## config.mk

```make
export PLATFORM = sky130hd
export DESIGN_NAME = ram_byte_master
export DESIGN_NICKNAME = d
export VERILOG_FILES = /design/src/rtl/ram_byte_master_pkg.sv /design/src/rtl/ram_byte_master_load_extend.sv /design/src/rtl/ram_byte_master.sv
export SDC_FILE = /design/constraint.sdc
export NUM_CORES = 1
export LEC_CHECK = 0
export CORE_MARGIN = 3
export CORE_UTILIZATION = 48
export DETAILED_ROUTE_END_ITERATION = 8
export GPL_TIMING_DRIVEN = 0
export MAX_ROUTING_LAYER = met4
export PLACE_DENSITY = 0.76
export SLEW_MARGIN = 20
export SYNTH_ARGS = -nofsm -noshare
export SYNTH_HDL_FRONTEND = slang
export SYNTH_HIERARCHICAL = 1
export SYNTH_SLANG_ARGS = --single-unit
```

## constraint.sdc

```tcl
create_clock -name i_clk -period 3.8 [get_ports i_clk]
set_clock_uncertainty 0.1 [all_clocks]
set_input_delay 0.38 -clock i_clk [delete_from_list [all_inputs] [get_ports i_clk]]
set_output_delay 0.38 -clock i_clk [all_outputs]
set_load 0.02 [all_outputs]
```

## src/rtl/ram_byte_master_pkg.sv

```systemverilog
// Shared definitions for the byte-wide RAM initiator: access sizes, FSM states
// and the request legality check.
package ram_byte_master_pkg;

   localparam logic [1:0] SZ_B = 2'b00;
   localparam logic [1:0] SZ_H = 2'b01;
   localparam logic [1:0] SZ_W = 2'b10;

   typedef enum logic [1:0] {
      ST_IDLE   = 2'b00,
      ST_ACCESS = 2'b01,
      ST_RESP   = 2'b10
   } state_t;

   // Reserved size, or a half/word whose address is not naturally aligned.
   function automatic logic req_is_bad(input logic [1:0] size, input logic [1:0] addr_lo);
      logic bad;
      bad = 1'b0;
      case (size)
         SZ_B:    bad = 1'b0;
         SZ_H:    bad = addr_lo[0];
         SZ_W:    bad = (addr_lo != 2'b00);
         default: bad = 1'b1;
      endcase
      return bad;
   endfunction

   function automatic logic [1:0] last_byte(input logic [1:0] size);
      logic [1:0] idx;
      case (size)
         SZ_B:    idx = 2'd0;
         SZ_H:    idx = 2'd1;
         default: idx = 2'd3;
      endcase
      return idx;
   endfunction

endpackage

```

## src/rtl/ram_byte_master_load_extend.sv

```systemverilog
// Sign/zero extension of an assembled little-endian load result.
module load_extend
   import ram_byte_master_pkg::*;
#(
   parameter int XLEN = 32
) (
   input  logic [XLEN-1:0] raw,
   input  logic [1:0]      size,
   input  logic            is_unsigned,
   output logic [XLEN-1:0] result
);

   logic fill_b;
   logic fill_h;

   always_comb begin
      fill_b = raw[7] & ~is_unsigned;
      fill_h = raw[15] & ~is_unsigned;
      case (size)
         SZ_B:    result = {{(XLEN-8){fill_b}}, raw[7:0]};
         SZ_H:    result = {{(XLEN-16){fill_h}}, raw[15:0]};
         default: result = raw;
      endcase
   end

endmodule

```

## src/rtl/ram_byte_master.sv

```systemverilog
// LSU-facing initiator that splits 8/16/32-bit loads and stores into
// sequential byte accesses on a single-port byte RAM.
module ram_byte_master
   import ram_byte_master_pkg::*;
#(
   parameter int ADDR_WIDTH = 16,
   parameter int DATA_WIDTH = 8,
   parameter int XLEN       = 32
) (
   input  logic                  i_clk,
   input  logic                  i_rst,
   input  logic                  i_req_valid,
   output logic                  o_req_ready,
   input  logic                  i_req_we,
   input  logic [1:0]            i_req_size,
   input  logic                  i_req_unsigned,
   input  logic [ADDR_WIDTH-1:0] i_req_addr,
   input  logic [XLEN-1:0]       i_req_wdata,
   output logic                  o_rsp_valid,
   input  logic                  i_rsp_ready,
   output logic [XLEN-1:0]       o_rsp_rdata,
   output logic                  o_rsp_err,
   output logic                  o_ram_we,
   output logic [ADDR_WIDTH-1:0] o_ram_addr,
   output logic [DATA_WIDTH-1:0] o_ram_wdata,
   input  logic [DATA_WIDTH-1:0] i_ram_rdata
);

   state_t          state;
   logic            we_q;
   logic [1:0]      size_q;
   logic            unsigned_q;
   logic [XLEN-1:0] wdata_q;
   logic [XLEN-1:0] assembly_q;
   logic [1:0]      byte_cnt;

   logic [1:0]      byte_cnt_next;
   logic [XLEN-1:0] assembly_next;
   logic [XLEN-1:0] extended;

   // The byte arriving this cycle is merged before extension so the final
   // byte of a load reaches the response register on the same edge.
   always_comb begin
      byte_cnt_next = byte_cnt + 2'd1;
      assembly_next = assembly_q;
      assembly_next[{byte_cnt, 3'b000} +: 8] = i_ram_rdata;
   end

   load_extend #(
      .XLEN(XLEN)
   ) u_load_extend (
      .raw        (assembly_next),
      .size       (size_q),
      .is_unsigned(unsigned_q),
      .result     (extended)
   );

   // o_ram_addr itself serves as the running byte address, so the first
   // RAM cycle is set up directly on the accept edge.
   always_ff @(posedge i_clk or posedge i_rst) begin
      if (i_rst) begin
         state       <= ST_IDLE;
         o_req_ready <= 1'b1;
         o_rsp_valid <= 1'b0;
         o_rsp_err   <= 1'b0;
         o_rsp_rdata <= '0;
         o_ram_we    <= 1'b0;
         o_ram_addr  <= '0;
         o_ram_wdata <= '0;
         we_q        <= 1'b0;
         size_q      <= SZ_B;
         unsigned_q  <= 1'b0;
         wdata_q     <= '0;
         assembly_q  <= '0;
         byte_cnt    <= 2'd0;
      end else begin
         case (state)
            ST_IDLE: begin
               if (i_req_valid) begin
                  we_q        <= i_req_we;
                  size_q      <= i_req_size;
                  unsigned_q  <= i_req_unsigned;
                  wdata_q     <= i_req_wdata;
                  assembly_q  <= '0;
                  byte_cnt    <= 2'd0;
                  o_req_ready <= 1'b0;
                  if (req_is_bad(i_req_size, i_req_addr[1:0])) begin
                     state       <= ST_RESP;
                     o_rsp_valid <= 1'b1;
                     o_rsp_err   <= 1'b1;
                     o_rsp_rdata <= '0;
                  end else begin
                     state       <= ST_ACCESS;
                     o_ram_we    <= i_req_we;
                     o_ram_addr  <= i_req_addr;
                     o_ram_wdata <= i_req_wdata[7:0];
                  end
               end
            end
            ST_ACCESS: begin
               assembly_q <= assembly_next;
               if (byte_cnt == last_byte(size_q)) begin
                  state       <= ST_RESP;
                  o_ram_we    <= 1'b0;
                  o_rsp_valid <= 1'b1;
                  o_rsp_err   <= 1'b0;
                  o_rsp_rdata <= we_q ? '0 : extended;
               end else begin
                  byte_cnt    <= byte_cnt_next;
                  o_ram_addr  <= o_ram_addr + ADDR_WIDTH'(1);
                  o_ram_wdata <= wdata_q[{byte_cnt_next, 3'b000} +: 8];
               end
            end
            ST_RESP: begin
               if (i_rsp_ready) begin
                  state       <= ST_IDLE;
                  o_rsp_valid <= 1'b0;
                  o_rsp_err   <= 1'b0;
                  o_rsp_rdata <= '0;
                  o_req_ready <= 1'b1;
               end
            end
            default: begin
               state       <= ST_IDLE;
               o_req_ready <= 1'b1;
               o_rsp_valid <= 1'b0;
               o_ram_we    <= 1'b0;
            end
         endcase
      end
   end

endmodule

```

==> results.json, run 1 <==
{
  "seqPwrFrac_pct": 30.2,
  "pre_cts_slack_ns": -0.538,
  "final_nets": 918,
  "fmax_mhz": 286,
  "place_congestion": 0.912,
  "clockBufferDepth": 2,
  "p_int_uw": 4580,
  "area_delta_synth_final_pct": 30.6,
  "core_region_area_um2": 14600,
  "relSlewSlack_pct": 43.4,
  "dp_cells": 1010,
  "numCtsBuffers": 17,
  "finalWirelength_mm": 19.3,
  "dieWidth_um": 128,
  "grt-ovfl-total": 0,
  "fin_util_pct": 64.2,
  "p_clk_share_pct": 24.9,
  "grt_start_max_net_pins": 35,
  "worstRegToRegCells": 13,
  "cp_data_arrival_time_ns": 3.72,
  "finalSetupViolations": 0,
  "port_buffers": 123,
  "drv_cap": 0,
  "wl_per_cell_um": 18.5,
  "grt_antenna_before_repair": 0,
  "yosysSeqAreaShare_pct": 46.1,
  "switching_power_uw": 2610,
  "timing.final.crit_share_pct": 91.9,
  "rsz0062_at_grt": "false",
  "grtUsageTotal_pct": 24.8,
  "drive_above_1_share_pct": 15.2,
  "cts.clk_slew.worst_paths_ns": 0.06,
  "period_needed_ns": 3.49,
  "start_util_pct": 49.1,
  "cp_max_fo": 18,
  "first_global_vias": 6167,
  "total_leakage_power_uw": 0.00400,
  "cts_resized": 1,
  "regToRegSetupSlack_ns": 0.31,
  "drv_slew": 0,
  "power_density_nw_per_um2": 769,
  "r2r-start": "byte_cnt[0]",
  "grt_pass1_wl_mm": 31.3,
  "crit_path_end_kind": "flip-flop",
  "r2r-end": "o_rsp_rdata[13]",
  "ant_nets": 0,
  "vias_per_cell": 5.74,
  "setup.worst_path.end": "o_rsp_rdata[13]",
  "dr.first_iter.drc_count": 389,
  "synth_seq_cells": 132,
  "final_cells": 1041,
  "syn_area_per_cell_um2": 10.3,
  "start_kind": "flip-flop",
  "ios": 124,
  "synthArstFlopShare_pct": 100,
  "cts_tree": "built",
  "layout_setup_ws_ns": 0.307,
  "worst_pin_slew_ns": 0.845,
  "comb_power_share_pct": 44.9,
  "hold_viol": 0,
  "die-area_um2": 16400,
  "clockRootBuffer": "clkbuf_16",
  "path_class": "reg -> reg",
  "netlist.area_leader.share_pct": 45.7,
  "synthTopCellsByArea": "dfrtp_1 (46%), mux2_2 (7.7%), mux2i_1 (5.2%), inv_1 (4.9%), nand2_1 (4.6%)",
  "die_h_um": 128,
  "drc_errors": 0,
  "clkSinkCount": 132,
  "crit_start": "byte_cnt[0]",
  "syn_area_um2": 7170,
  "synthCells": 699,
  "route.vias.total": 5975,
  "cts_hold_buf": 0,
  "ys.flop_type": "dfrtp_1",
  "hpwl_mm": 14.1,
  "syn_nets": 773,
  "yosys.area.top_type": "dfrtp_1",
  "htree_levels": 4,
  "synth_edf_count": 0,
  "row_count": 44,
  "postCtsSetupBuffers": 0,
  "hp-class": "in -> async",
  "firstDrtPassIters": 6,
  "status": "complete, no violations",
  "required_ns": 4.03,
  "yosys_warnings": 6,
  "clk_latency_ns": 0.42,
  "swShare_pct": 36.3,
  "synth_cell_types": 63,
  "n_antenna_cell": 0,
  "ir_drop_mv": 0.442
}
==> cell usage in the layout, fill, tap and decap left out, drive strengths merged, types with 3 or more instances in the layout <==
master	Yosys	routed
clkinv	0	6
dfrtp	131	131
a311oi	4	4
bufinv	0	5
buf	23	27
a32o	16	16
o21ai	48	48
a2bb2oi	17	17
nor3b	4	4
o32a	4	4
mux2	55	55
nor4	9	9
o22ai	25	25
and3	3	3
a31oi	3	3
mux2i	38	38
nand4bb	3	3
nand4	11	11
nor2	12	12
nand3	12	12
ha	10	10
inv	93	92
clkdlybuf4s50	0	123
clkbuf	31	51
o311ai	3	3
and4	3	3
nor3	11	11
nand2	88	88
mux4	8	8
or4	3	3
==> metrics by stage <==
stage	hold WS, ns	power (uW)	setup TNS, ns	instance area, um^2
after floorplan	0.366	4350	0	7170
after global placement	0.373	5270	-4.71	8630
after detailed placement	0.381	5380	-8.91	8720
after CTS	0.256	7200	0	9360
after global routing	0.287	7570	0	9360
final	0.254	7200	0	9360
==> Yosys cell counts (2+ instances only) <==
cell type and number:
nand3_1 12, o21ai_0 46, a2bb2oi_1 17, and3_1 2, a31oi_1 3, a32o_1 16
mux2i_1 37, buf_2 4, dfrtp_1 131, a21o_1 2, buf_6 5, nor4_1 9
a22oi_1 2, o311ai_0 2, ha_1 10, or4_1 2, o31ai_1 2, nor3b_1 4
nor2_1 12, mux4_2 8, nor4bb_1 2, clkbuf_1 30, a21oi_1 2, buf_4 9
and4_1 3, nand4bb_1 3, a311oi_1 4, mux2_2 49, nor2b_1 2, mux2_4 6
inv_1 93, o22ai_1 25, o311a_1 2, nand2_1 88, and2_1 2, o32a_1 4
nand4_1 11, buf_12 3, nor3_1 11
==> cell type report <==
type                       count  area [um^2]
inverter                      93          353
timing repair buffer         127         1320
clock buffer                  21          460
buffer                        53          337
multi-input combinational    420         3180
sequential                   132         3300
tap                          184          230
fill                        1114         5230
clock inverter                11          180
==> per-layer routing <==
layer | track usage [%] | vias up | share of wire, %
met2 | 38.6 | 246 | 48
met3 | 6.92 | 35 | 6.8
li1 | - | 2755 | -
met4 | 8.05 | 0 | 2.1
met1 | 31.6 | 2939 | 43
met5 | - | - | 0
==> worst max-delay path: stages, from the launching register on <==
cell and delay (ns):
dfrtp_1 0.41, buf_6 0.19, inv_1 0.16, ha_1 0.21
clkbuf_1 0.42, nand2_1 0.13, nor3_2 0.48, a2bb2oi_1 0.17
inv_1 0.17, or4b_4 0.48, buf_6 0.15, nand2_1 0.09
nand2_1 0.07, mux2i_1 0.16
==> worst min path at each step <==
| stage | from | endpoint | depth (start not counted) |
|---|---|---|---|
| 6_report | i_rst | o_rsp_rdata[17] | 2 |
| 4_1_cts | i_rst | o_rsp_rdata[17] | 2 |
| 3_3_place_gp | assembly_q[12] | assembly_q[12] | 1 |
| 5_1_grt | i_rst | o_rsp_rdata[17] | 2 |
| 2_1_floorplan | assembly_q[10] | assembly_q[10] | 1 |
| 3_5_place_dp | assembly_q[26] | assembly_q[26] | 1 |
==> power groups by stage <==
stage                     sequential [uW]  combinational (uW)  clock, uW
after floorplan                      2290                2060          0
after global placement               2150                3120          0
after detailed placement             2180                3200          0
after CTS                            2170                3220       1820
after global routing                 2220                3470       1890
final                                2180                3230       1790
==> sequential cells by signal, indices dropped and copies added, names as in the netlist <==
name and cells:
o_req_ready 1, o_ram_wdata 8, assembly_q 32, o_rsp_err 1, o_rsp_rdata 32, byte_cnt 2, unsigned_q 1, state 2
we_q 1, o_ram_addr 16, size_q 2, o_rsp_valid 1, o_ram_we 1, wdata_q 32
==> cell families after synthesis <==
kind of cell    after synthesis  synth area share (%)
simple gates                171                  11.9
buf+inv                     147                  9.62
compound gates              138                  13.8
flops                       132                  46.1
mux                         101                  16.8
fa+ha+maj                    10                  1.75
Note: power is estimated with default switching activity, not from simulation.
==> run 2: changes to the inputs <==
--- a/config.mk
+++ b/config.mk
@@ -11,7 +11,6 @@
 export GPL_TIMING_DRIVEN = 0
 export MAX_ROUTING_LAYER = met4
 export PLACE_DENSITY = 0.76
-export SLEW_MARGIN = 20
 export SYNTH_ARGS = -nofsm -noshare
 export SYNTH_HDL_FRONTEND = slang
 export SYNTH_HIERARCHICAL = 1
==> results.json, run 2 (synthesis gave the netlist of run 1 again) <==
{
  "status": "complete, no violations",
  "final_common_cell": "dfrtp_1",
  "drv_cap": 0,
  "finalSetupViolations": 0,
  "seqPwrFrac_pct": 30.2,
  "grt-ovfl-total": 0,
  "vias_per_cell": 5.80,
  "hold_viol": 0,
  "cp_max_fo": 18,
  "die-area_um2": 16400,
  "required_ns": 4.03,
  "regToRegSetupSlack_ns": 0.35,
  "drc_errors": 0,
  "p_int_uw": 4560,
  "grt_antenna_before_repair": 0,
  "timing.final.crit_share_pct": 90.8,
  "clkSinkCount": 132,
  "worst_pin_slew_ns": 0.893,
  "place_congestion": 0.912,
  "ir_drop_mv": 0.431,
  "clockBufferDepth": 2,
  "multiInputGateArea_um2": 3180,
  "area_delta_synth_final_pct": 30.3,
  "clockRootBuffer": "clkbuf_16",
  "grtUsageTotal_pct": 25.0,
  "start_kind": "flip-flop",
  "die_h_um": 128,
  "power_density_nw_per_um2": 769,
  "start_util_pct": 49.1,
  "core_region_area_um2": 14600,
  "final.fill_count": 1158,
  "cts.clk_slew.worst_paths_ns": 0.06,
  "setup.worst_path.end": "o_rsp_rdata[13]",
  "port_buffers": 123,
  "ios": 124,
  "total_leakage_power_uw": 0.00397,
  "grt_pass1_wl_mm": 31.4,
  "regArea_um2": 3300,
  "hpwl_mm": 14.0,
  "finalWirelength_mm": 19.2,
  "numCtsBuffers": 17,
  "layout_common_cells": "dfrtp_1 (131), clkdlybuf4s50_1 (123), inv_1 (92)",
  "crit_path_end_kind": "flip-flop",
  "cts_tree": "built",
  "firstDrtPassIters": 5,
  "final_nets": 917,
  "switching_power_uw": 2620,
  "fmax_mhz": 290,
  "final_cells": 1040,
  "htree_levels": 4,
  "comb_power_share_pct": 44.8,
  "rsz0062_at_grt": "false",
  "hp-class": "in -> async",
  "dieWidth_um": 128,
  "dp_cells": 1009,
  "r2r-end": "o_rsp_rdata[13]",
  "row_count": 44,
  "swShare_pct": 36.5,
  "dr.first_iter.drc_count": 404,
  "worstRegToRegCells": 13,
  "relSlewSlack_pct": 40.2,
  "p_clk_share_pct": 25.0,
  "path_class": "reg -> reg",
  "cp_data_arrival_time_ns": 3.68,
  "cts_hold_buf": 0,
  "r2r-start": "byte_cnt[0]",
  "reg_top3": "assembly_q x32, o_rsp_rdata x32, wdata_q x32",
  "clk_latency_ns": 0.43,
  "period_needed_ns": 3.45,
  "n_antenna_cell": 0,
  "grt_start_max_net_pins": 42,
  "ant_nets": 0,
  "finalSetupTns_ns": 0,
  "route.vias.total": 6028,
  "first_global_vias": 6239,
  "wl_per_cell_um": 18.5,
  "drive_above_1_share_pct": 15.3,
  "crit_start": "byte_cnt[0]",
  "drv_slew": 0
}
==> run 2: cell count changes in the layout (fill, tap and decap cells not counted), sizes merged <==
cell | previous run | this run
buf | 27 | 26
clkinv | 6 | 5
clkbuf | 51 | 48
clkinvlp | 1 | 5
==> run 2: repair_timing <==
action                                 4_1_cts  5_1_grt
gates resized for setup                      1        0
setup endpoints to repair                   24        0
setup buffers                                0        0
endpoints found under the hold margin        0        0
==> run 2: power by group through the flow <==
stage                     clock, uW  combinational [uW]  sequential (uW)
after floorplan                   0                2060             2290
after global placement            0                3120             2150
after detailed placement          0                3190             2180
after CTS                      1830                3220             2170
after global routing           1890                3460             2220
final                          1800                3220             2170
==> run 2: area by class of cell <==
type,instances,share of cell area [%]
timing repair buffer,126,13.8
tap,184,2.46
sequential,132,35.4
buffer,53,3.60
clock inverter,14,2.24
clock buffer,18,4.70
inverter,93,3.78
multi-input combinational,420,34.0
==> run 2: worst max-delay path, cell delays in order (launching register included) <==
cell and delay, ns:
dfrtp_1 0.41, buf_6 0.18, inv_1 0.15, ha_1 0.21, clkbuf_1 0.39, nand2_1 0.13, nor3_2 0.47, a2bb2oi_1 0.17
inv_1 0.17, or4b_4 0.48, buf_6 0.15, nand2_1 0.09, nand2_1 0.06, mux2i_1 0.18
==> run 2: worst min-delay path by stage <==
stage / start / to
after global routing: i_rst / wdata_q[26]
after detailed placement: assembly_q[12] / assembly_q[12]
after global placement: assembly_q[12] / assembly_q[12]
final: i_rst / wdata_q[11]
after floorplan: assembly_q[10] / assembly_q[10]
after CTS: i_rst / wdata_q[11]
==> run 2: per-stage QoR <==
stage / hold WS, ns / area [um^2] / util [%] / power (uW) / worst slack, ns
floorplan: 0.366 / 7170 / - / 4350 / 0.530
global route: 0.247 / 9340 / 64.0 / 7570 / 0.0441
detailed placement: 0.384 / 8690 / 59.6 / 5370 / -0.480
finish: 0.231 / 9340 / 64.0 / 7180 / 0.350
CTS: 0.230 / 9340 / 64.0 / 7210 / 0.338
global placement: 0.373 / 8630 / 59.2 / 5270 / -0.373
==> run 2: routing by layer <==
metal  part of all wire [%]  global-route usage [%]  vias up
met5                      0                       -        -
met4                    1.9                    8.55        0
met3                    7.1                    6.83       38
met2                     48                    39.4      274
met1                     43                    31.1     2948
li1                       -                       -     2768
